## src/rtl/timer_pkg.sv

```systemverilog
// Shared types and constants for the interval timer block.
package timer_pkg;

  localparam int TIMER_W          = 8;
  localparam int PRESCALE_DEFAULT = 4;

  typedef enum logic [1:0] {
    IDLE  = 2'b00,
    RUN   = 2'b01,
    PAUSE = 2'b10
  } state_e;

endpackage

```

## src/rtl/up_counter.sv

```systemverilog
// Existing 8-bit up counter datapath: synchronous clear via rst, counts when en.
module up_counter
  import timer_pkg::*;
#(
  parameter int W = TIMER_W
) (
  input  logic         clk,
  input  logic         rst,
  input  logic         en,
  output logic [W-1:0] count
);

  logic [W-1:0] count_q;
  logic [W-1:0] count_d;

  // Next count: hold or increment by one.
  always_comb begin
    count_d = count_q;
    if (en) count_d = count_q + 1'b1;
  end

  // Count register with synchronous clear.
  always_ff @(posedge clk) begin
    if (rst) count_q <= '0;
    else     count_q <= count_d;
  end

  assign count = count_q;

endmodule

```

## src/rtl/interval_timer_ctrl.sv

```systemverilog
// Programmable interval timer: sequences an up_counter through IDLE/RUN/PAUSE,
// emitting a registered one-cycle done pulse at expiry (one-shot or periodic).
// Optional macro TIMER_PRESCALE_EN inserts a PRESCALE-cycle step divider.
module interval_timer_ctrl
  import timer_pkg::*;
#(
  parameter int PRESCALE = PRESCALE_DEFAULT
) (
  input  logic               clk,
  input  logic               rst,
  input  logic               start,
  input  logic               stop,
  input  logic               hold,
  input  logic               periodic,
  input  logic [TIMER_W-1:0] period,
  output logic [TIMER_W-1:0] count,
  output logic               busy,
  output logic               paused,
  output logic               done
);

  // Divider range is checked at elaboration in every build.
  if (PRESCALE < 2 || PRESCALE > 256) begin : g_bad_prescale
    $error("interval_timer_ctrl: PRESCALE must be in 2..256");
  end

  state_e             state_q, state_d;
  logic [TIMER_W-1:0] period_q, period_d;
  logic               periodic_q, periodic_d;
  logic               done_q, done_d;
  logic [TIMER_W-1:0] cnt;
  logic               active;
  logic               tick;
  logic               step;
  logic               terminal;
  logic               clear;

  assign active = (state_q != IDLE);

`ifdef TIMER_PRESCALE_EN
  localparam int                PS_W     = $clog2(PRESCALE);
  localparam logic [PS_W-1:0]   PRE_LAST = PS_W'(PRESCALE - 1);

  logic [PS_W-1:0] pre_q, pre_d;

  assign tick = (pre_q == PRE_LAST);

  // Prescaler advances only while running and not held; zero whenever idle.
  always_comb begin
    pre_d = pre_q;
    if (!active || state_d == IDLE) pre_d = '0;
    else if (!hold)                 pre_d = tick ? '0 : pre_q + 1'b1;
  end

  // Prescaler register.
  always_ff @(posedge clk) begin
    if (rst) pre_q <= '0;
    else     pre_q <= pre_d;
  end
`else
  assign tick = 1'b1;
`endif

  assign step     = active & ~hold & tick;
  assign terminal = step & (cnt == period_q);

  // Next-state, latches, counter clear and done; stop beats terminal beats hold.
  always_comb begin
    state_d    = state_q;
    period_d   = period_q;
    periodic_d = periodic_q;
    done_d     = 1'b0;
    clear      = 1'b0;
    case (state_q)
      IDLE: begin
        clear = 1'b1;
        if (start && !stop) begin
          state_d    = RUN;
          period_d   = period;
          periodic_d = periodic;
        end
      end
      RUN, PAUSE: begin
        if (stop) begin
          state_d = IDLE;
          clear   = 1'b1;
        end else if (terminal) begin
          clear   = 1'b1;
          done_d  = 1'b1;
          state_d = periodic_q ? RUN : IDLE;
        end else if (hold) begin
          state_d = PAUSE;
        end else begin
          state_d = RUN;
        end
      end
      default: begin
        state_d = IDLE;
        clear   = 1'b1;
      end
    endcase
  end

  // Control registers.
  always_ff @(posedge clk) begin
    if (rst) begin
      state_q    <= IDLE;
      period_q   <= '0;
      periodic_q <= 1'b0;
      done_q     <= 1'b0;
    end else begin
      state_q    <= state_d;
      period_q   <= period_d;
      periodic_q <= periodic_d;
      done_q     <= done_d;
    end
  end

  up_counter #(.W(TIMER_W)) u_cnt (
    .clk   (clk),
    .rst   (rst | clear),
    .en    (step),
    .count (cnt)
  );

  assign count  = cnt;
  assign busy   = active;
  assign paused = (state_q == PAUSE);
  assign done   = done_q;

endmodule

```

## config.mk

```make
export PLATFORM = sky130hd
export DESIGN_NAME = interval_timer_ctrl
export DESIGN_NICKNAME = d
export VERILOG_FILES = /design/src/rtl/timer_pkg.sv /design/src/rtl/up_counter.sv /design/src/rtl/interval_timer_ctrl.sv
export SDC_FILE = /design/constraint.sdc
export NUM_CORES = 1
export LEC_CHECK = 0
export ABC_AREA = 1
export BUFFER_PORTS_ARGS = -buffer_cell sky130_fd_sc_hd__buf_4
export CORE_UTILIZATION = 51
export DETAILED_ROUTE_END_ITERATION = 10
export PLACE_DENSITY = 0.86
export RECOVER_POWER = 25
export SLEW_MARGIN = 10
export SYNTH_ARGS = -nofsm -noshare
export SYNTH_HDL_FRONTEND = slang
export SYNTH_SLANG_ARGS = --single-unit
```

## constraint.sdc

```tcl
create_clock -name clk -period 2.01 [get_ports clk]
set_input_delay 0.1005 -clock clk [delete_from_list [all_inputs] [get_ports clk]]
set_output_delay 0.1005 -clock clk [all_outputs]
set_load 0.01 [all_outputs]
```

* Yosys cells after proc, flatten, opt, wreduce, memory -nomap -nowiden
Index checks and enable logic that the tools add are counted.
Storage, ports and cells: register bits after elaboration 20, bits of input ports 14, output and inout port bits 11, word-level logic and storage cells 31
Cells by class: add/sub/neg operators 1, equality and inequality tests 4, multiplexer cells 9, bitwise operators 5, reductions and logical operators 7
Operators by type and width (number):
- 8-bit by 1-bit adder with 8-bit output, second input constant | 1
- 8-bit == test | 1
- 2-bit 2-to-1 mux | 4
- 1-bit 2-to-1 mux | 4
- 2-bit one-hot mux with 2 select lines | 1
- 3-bit OR reduction | 1
- 1-bit AND | 2
- 2-bit by 1-bit == test with 1-bit output, second input constant | 1
- 2-bit == test, second input constant | 1
- 2-bit logical NOT | 1
- 2-bit inequality test, second input constant | 1
- 1-bit NOT | 2
- 2-bit AND reduction | 1
- 2-bit nonzero test | 1
- 2-bit OR reduction | 1
- 1-bit logical AND | 1
- 1-bit logical NOT | 1
- 1-bit bitwise OR | 1

* Logic depth before layout (Yosys ltp)
Gate-level depths: netlist (run 1).
depth in word-level cells 7, gate-level depth with buffers 12, mapped depth without buffers 12

* Hierarchy
Synthesis (run 1) repeated with hierarchy kept, for this count alone.
Unflattened totals: cells, all modules 147, area total of the unflattened synthesis 1016.0 um^2
By module, submodules not included:
- interval_timer_ctrl | times used 1, cells an instance 99, area an instance 654.4 um^2, sequential area each 240.2 um^2
- up_counter | times used 1, cells an instance 48, area an instance 361.6 um^2, sequential area each 160.2 um^2

* Worst setup path before layout (run 1)
Ideal clock, no wire load.
path kind register to register, from register state_q[0], to register u_cnt.count_q[7], in the netlist u_cnt.count[7], library setup time 0.115 ns, data arrival time 1.430 ns, data required time 1.895 ns, path slack 0.465 ns, cell stages (with the launch flop) 10, path buffers 0, period minus slack after synthesis 1.545 ns, cells stage by stage dfxtp_1 > inv_1 > ha_1 > nor2_4 > nand4_2 > nor2_2 > nand2_1 > nor3_4 > a21oi_2 > o21a_1
Between the ends: longest elaborated chain between the ends 7, elaborated cells between the ends (all ways) 10, classes of those cells 2 x eq/ne; 3 x mux; 3 x bitwise; 2 x reduce/logical
Ends and longest elaborated chain:
- from (decl) | RTL line interval_timer_ctrl.sv:27 | state_e state_q, state_d;
- from (signal assigned) | RTL line interval_timer_ctrl.sv:112 | state_q <= state_d;
- 2-bit nonzero test | RTL line interval_timer_ctrl.sv:38 | assign active = (state_q != IDLE);
- 1-bit AND | RTL line interval_timer_ctrl.sv:64 | assign step = active & ~hold & tick;
- 1-bit AND | RTL line interval_timer_ctrl.sv:65 | assign terminal = step & (cnt == period_q);
- 1-bit 2-to-1 mux | RTL line interval_timer_ctrl.sv:87 | end else if (terminal) begin
- 1-bit 2-to-1 mux | RTL line interval_timer_ctrl.sv:84 | if (stop) begin
- 1-bit 2-to-1 mux | RTL line interval_timer_ctrl.sv:74 | case (state_q)
- 1-bit bitwise OR | RTL line interval_timer_ctrl.sv:121 | .rst (rst | clear),
- to (signal assigned) | RTL line up_counter.sv:25 | else count_q <= count_d;
- to (decl) | RTL line up_counter.sv:13 | logic [W-1:0] count_q;
Several ways; a longest one is shown, not always the timed one. A chain may end at the register's enable or synchronous reset.

* Worst setup path after layout (run 1)
Same ends and word-level chain as after synthesis.

==> out/results.tsv, run 1 <==
metric	value	unit
detailed-route wire length per cell	11.3	um
Placement Setup Slack	0.301	ns
vias in the first global route	860	
via count	951	
Setup crit end kind	flip-flop	
Post-Place Cells	183	
Post-route DRC	0	
setup bufs post-CTS	0	
# clock sinks	20	
worst-case clock buffer depth	2	
Post-synth top cells	nand2_1, inv_1, dfxtp_1, a21oi_1	
worst r2r dst	u_cnt.count[7]	
initial antenna violation count	0	
synthesized flop and latch total	20	
std cell rows	15	
synth warn	0	
critical path peak fanout	8	
crit share post-route	86.5	%
Tot Pwr	0.809	mW
Hold Fails Final Rpt	0	
Achievable Freq	575	MHz
static leakage	0.547	nW
Post-synth EDFFs	0	
Clock Latency Late Sink	0.31	ns
drt pass-1 iters	7	
initial core utilization	56.4	%
Clock Skew	0.00574	ns
DIE AREA	2150	um2
CTS HTree Levels	1	
sequential share of the synthesized area	39.9	%
hold crit path type	input port to flip-flop	
Setup CP Type	flip-flop to flip-flop	
Max Slew Vio Count	0	
layout cells sized above 1	19.0	%
TritonCTS clock tree	yes	
detailed placer's ending HPWL	1520	um
Hold Path Cell Cnt	3	
WP data arrival	1.95	ns
async set-reset flop share out of synthesis	0	%
main area contributors after synthesis	dfxtp_1, nand2_1, inv_1, a21oi_1, ha_1	
Setup violations, final	0	
Required @ worst endpoint	2.22	ns
crit start category	flip-flop	
Min-Delay Endpoint	periodic_q	
synthesized area	1000	um2
Top-Level Pins	25	
Reg2Reg Depth	11	
Routed Antenna Nets	0	
CTS root buffer	clkbuf_4	
Layout area overhead	23.3	%
Post-Layout Cell Count	188	
core box area	1780	um2
Fin Setup TNS	0	ns
count leader, synth	nand2_1	
RSZ-0062 raised after global routing	no	
die height	46.4	um
Setup WS post-layout	0.272	ns
GPL Wtd Cong	0.798	
syn nets	152	
hold slack	0.0595	ns
share of the synthesized area in the top cell type	39.9	%
port bufs	24	
gr usage total	23.1	%
routed vias/inst	5.06	
area leader, netlist	dfxtp_1	
PwrDens	653	nW/um2
Worst Tran Pin Value	0.300	ns
Post-Syn Area per Cell	7.50	um2
Synth Flop Type	dfxtp_1	
max_cap viols	0	
Die W	46.4	um
Reg2Reg Launch Point	state_q[0]	
n_diodes	0	
first-pass GRT wire length	3460	um
reg-to-reg setup timing slack	0.27	ns
Slew HR	80.0	%
largest net degree at the start of global routing	19	
final wirelength	2120	um
maximum vdd drop	0.000465	V
Clock transition at path regs	0.12	ns
Num CTS Buffers	3	
grt total ovfl	0	
status	finished clean	
Synth Instances	134	
post-layout min period	1.74	ns
HP Start	periodic	
initial drt markers	16	
NumNets Final	182	
# resized after CTS	0	
Synth cell types	24	
-- metal layers --
| layer | vias up | wire (um) | track usage, % | share of wire (%) |
|---|---|---|---|---|
| li1 | 489 | - | - | - |
| met1 | 413 | 947 | 27.9 | 45 |
| met2 | 38 | 962 | 35.6 | 45 |
| met3 | 11 | 130 | 5.10 | 6.1 |
| met4 | 0 | 83 | 17.1 | 3.9 |
| met5 | - | 0 | 0 | 0 |
-- layout by cell type (no fill, tap or decap), types with 2 or more instances in the layout --
cell type,count
dfxtp_1,20
inv_1,21
nand3_1,4
nor2_2,2
ha_1,4
a21oi_1,15
clkbuf_1,7
clkbuf_4,3
xor2_1,4
nor2_1,10
o21ai_0,10
nand4_2,2
nand2_1,29
buf_4,18
-- state kept, by name, summed over array words and instances (netlist names) --
signal       count
done             1
period_q         8
periodic_q       1
state_q          2
u_cnt.count      8
-- metrics by stage --
stage | instance area [um2] | util, %
finish | 1240 | 69.5
global route | 1240 | 69.5
CTS | 1260 | 70.9
detailed placement | 1220 | 68.4
global placement | 1220 | 68.4
floorplan | 1000 | -
-- worst max path at each step --
stage | cells after the start | end | from | slack [ns]
2_1_floorplan | 9 | u_cnt.count[7] | state_q[0] | 0.47
3_3_place_gp | 9 | u_cnt.count[7] | state_q[0] | 0.41
3_5_place_dp | 11 | u_cnt.count[7] | state_q[0] | 0.30
4_1_cts | 11 | u_cnt.count[7] | state_q[0] | 0.27
5_1_grt | 11 | u_cnt.count[7] | state_q[0] | 0.13
6_report | 11 | u_cnt.count[7] | state_q[0] | 0.27
-- layout make-up --
class / count / area, um2
timing repair buffer: 26 / 171
multi-input combinational: 92 / 520
fill: 142 / 544
clock buffer: 4 / 36.3
tap: 25 / 31.3
inverter: 21 / 78.8
sequential: 20 / 400
-- report_power, final --
part           switching (mW)  internal (mW)  total [mW]
Clock                   0.129          0.111       0.239
Combinational          0.0841         0.0598       0.144
Sequential             0.0100          0.416       0.426
Total                   0.223          0.586       0.809
-- cells by family (layout without fill, tap and decap cells) --
family / after synthesis / in the layout / share of synthesized area, %
and+or+nand+nor: 57 / 57 / 29.3
AOI/OAI and AO/OA: 27 / 27 / 14.1
adders and majority gates: 4 / 4 / 4.98
xor gates and xnor gates: 4 / 4 / 3.49
buffers and inverters: 22 / 51 / 8.34
DFF: 20 / 20 / 39.9
-- critical path: stages (launching register included) --
cell and delay, ns:
dfxtp_1 0.38, inv_1 0.07, ha_1 0.26, nor2_4 0.22, nand2_1 0.07, nor2_1 0.10, nand2_1 0.08, nor2_2 0.13
nand2_2 0.09, nand3_4 0.11, a21oi_2 0.04, o21a_1 0.10
-- repair_timing --
action                                 in CTS  in global routing
hold buffers                                1                  0
endpoints found under the hold margin       3                  0
setup endpoints to repair                   0                  0
Note: power is estimated with default switching activity, not from simulation.
==> run 2: changes to the inputs <==
SYNTH_HIERARCHICAL = 1   (was not set)
==> run 2 against run 1 <==
Compared with the run above: combinational power barely moved; sequential power about the same; global-route usage up 2.2 points; synthesized cell count increased by 9.7%; die area up 1.1%; sequential share of layout area grew 0.065 points; critical endpoint is now u_cnt/count[3]; largest power group unchanged; highest routed layer unchanged.
==> out/results.tsv, run 2 <==
metric	value	unit	change
largest net degree at the start of global routing	16		was 19
std cell rows	15		unchanged
Top-Level Pins	25		unchanged
core box area	1800	um2	was 1780 um2
Synth Instances	147		was 134
share of the synthesized area in the top cell type	39.4	%	was 39.9%
maximum vdd drop	0.000428	V	was 0.000465 V
WP data arrival	2.02	ns	was 1.95 ns
hold slack	0.0497	ns	was 0.0595 ns
grt total ovfl	0		unchanged
syn nets	165		was 152
crit share post-route	90.1	%	was 86.5%
TritonCTS clock tree	yes		unchanged
Post-synth top cells	nand2_1, inv_1, dfxtp_1, nor2_1, a21oi_1		was nand2_1, inv_1, dfxtp_1, a21oi_1
Multi-input gate area	520	um2	unchanged
placed cell area	1230	um2	was 1220 um2
Achievable Freq	552	MHz	was 575 MHz
PwrDens	656	nW/um2	was 653 nW/um2
synthesized flop and latch total	20		unchanged
Routed Antenna Nets	0		unchanged
CTS HTree Levels	1		unchanged
Die W	46.6	um	was 46.4 um
post-layout min period	1.81	ns	was 1.74 ns
initial drt markers	41		was 16
# resized after CTS	0		unchanged
Reg2Reg Launch Point	state_q[0]		unchanged
area leader, netlist	dfxtp_1		unchanged
Setup CP Type	flip-flop to flip-flop		unchanged
Clock Skew	0.00155	ns	was 0.00574 ns
Post-CTS Hold Fix Bufs	0		was 1
Setup crit end kind	flip-flop		unchanged
Synth Flop Type	dfxtp_1		unchanged
Register Area	400	um2	unchanged
via count	1047		was 951
port bufs	24		unchanged
RSZ-0062 raised after global routing	no		unchanged
status	finished clean		unchanged
routed vias/inst	5.26		was 5.06
Synth cell types	18		was 24
NumNets Final	193		was 182
Post-route DRC	0		unchanged
detailed-route wire length per cell	12.6	um	was 11.3 um
# clock sinks	20		unchanged
DIE AREA	2170	um2	was 2150 um2
HP Start	rst		was periodic
sequential share of the synthesized area	39.4	%	was 39.9%
Fin Setup TNS	0	ns	unchanged
async set-reset flop share out of synthesis	0	%	unchanged
setup bufs post-CTS	0		unchanged
first-pass GRT wire length	3830	um	was 3460 um
final wirelength	2500	um	was 2120 um
Post-synth EDFFs	0		unchanged
drt pass-1 iters	4		was 7
Num CTS Buffers	3		unchanged
most frequent cells in the layout	nand2_1, inv_1, nor2_1, dfxtp_1, buf_4		was nand2_1, inv_1, dfxtp_1, buf_4, a21oi_1
layout cells sized above 1	16.7	%	was 19.0%
detailed placer's ending HPWL	1770	um	was 1520 um
die height	46.6	um	was 46.4 um
vias in the first global route	887		was 860
Hold Fails Final Rpt	0		unchanged
Slew HR	62.0	%	was 80.0%
Clock Latency Late Sink	0.31	ns	about the same
synth warn	6		was 0
most common cell after layout, fill and taps aside	nand2_1		unchanged
main area contributors after synthesis	dfxtp_1, nand2_1, inv_1, nor2_1, a21oi_1		was dfxtp_1, nand2_1, inv_1, a21oi_1, ha_1
static leakage	0.528	nW	was 0.547 nW
initial core utilization	56.4	%	about the same
hold crit path type	input port to flip-flop		unchanged
Clock transition at path regs	0.12	ns	about the same
Crit. Startpoint	state_q[0]		unchanged
initial antenna violation count	0		unchanged
Max Slew Vio Count	0		unchanged
GPL Wtd Cong	0.802		was 0.798
Final Cell Area	1240	um2	about the same
Fill cells	170		was 142
crit start category	flip-flop		unchanged
count leader, synth	nand2_1		unchanged
gr usage total	25.3	%	was 23.1%
n_diodes	0		unchanged
worst-case clock buffer depth	2		unchanged
Util after Layout	68.6	%	was 69.5%
Layout area overhead	21.7	%	was 23.3%
Worst Tran Pin Value	0.568	ns	was 0.300 ns
Required @ worst endpoint	2.22	ns	about the same
CTS root buffer	clkbuf_4		unchanged
max_cap viols	0		unchanged
Setup violations, final	0		unchanged
synthesized area	1020	um2	was 1000 um2
Post-Syn Area per Cell	6.91	um2	was 7.50 um2
critical path peak fanout	7		was 8
[run 2: changes by cell type after synthesis, sizes merged, moves of 4 or more]
| cell | delta |
|---|---|
| a21oi | -4 |
| nand2 | +7 |
| o21ai | -6 |
| a211oi | +6 |
| nor2 | +11 |
[run 2: cell families (layout without fill, tap and decap cells)]
kind of cell	count (synthesis)	after routing	synth area share (%)
AOI/OAI and AO/OA	22	22	12.3
xor gates and xnor gates	2	2	1.72
adders and majority gates	4	4	4.93
buffers and inverters	25	52	9.36
DFF	20	20	39.4
and+or+nand+nor	74	74	32.3
[run 2: power by group]
group	switching, mW	total, mW	internal, mW
clock network	0.133	0.243	0.111
logic	0.0836	0.142	0.0581
registers	0.0108	0.425	0.415
total	0.227	0.810	0.583
[run 2: final cells by class]
| cell class | count | share of cell area, % |
|---|---|---|
| Clock buffer | 4 | 2.94 |
| Inverter | 23 | 6.98 |
| Tap cell | 25 | 2.53 |
| Sequential cell | 20 | 32.4 |
| Timing Repair Buffer | 25 | 13.1 |
| Multi-Input combinational cell | 102 | 42.1 |
[run 2: per-stage QoR]
stage | instances | setup slack [ns] | power, mW
final | 199 | 0.199 | 0.810
after global placement | 195 | 0.434 | 0.565
after floorplan | 147 | 0.341 | 0.520
after CTS | 199 | 0.198 | 0.810
after detailed placement | 195 | 0.252 | 0.572
after global routing | 199 | 0.0387 | 0.840
[run 2: final timing paths]
kind | endpoint | slack [ns] | cells after the start
worst max register to register | u_cnt/count[3] | 0.20 | 12
worst max-delay path | u_cnt/count[3] | 0.20 | 12
worst min-delay path | period_q[7] | 0.05 | 2
worst min register to register | period_q[4] | 0.49 | 2
[run 2: worst max-delay path, stage by stage (launching register included)]
cell,delay (ns)
dfxtp_1,0.38
inv_1,0.07
ha_1,0.28
nor2_2,0.13
nand2_1,0.07
nor2_1,0.12
nand2_1,0.08
nor2_2,0.14
nand2_1,0.09
nand2_1,0.09
inv_1,0.10
o21ai_0,0.09
a21oi_1,0.05
[run 2: metal layers]
layer | up-vias | wire, um | share of wire [%] | GRT usage, %
met5 | - | 0 | 0 | 0
met4 | 0 | 72 | 2.9 | 12.0
met3 | 11 | 157 | 6.3 | 4.31
met2 | 52 | 1240 | 49 | 42.2
met1 | 459 | 1030 | 41 | 31.1
li1 | 525 | - | - | -
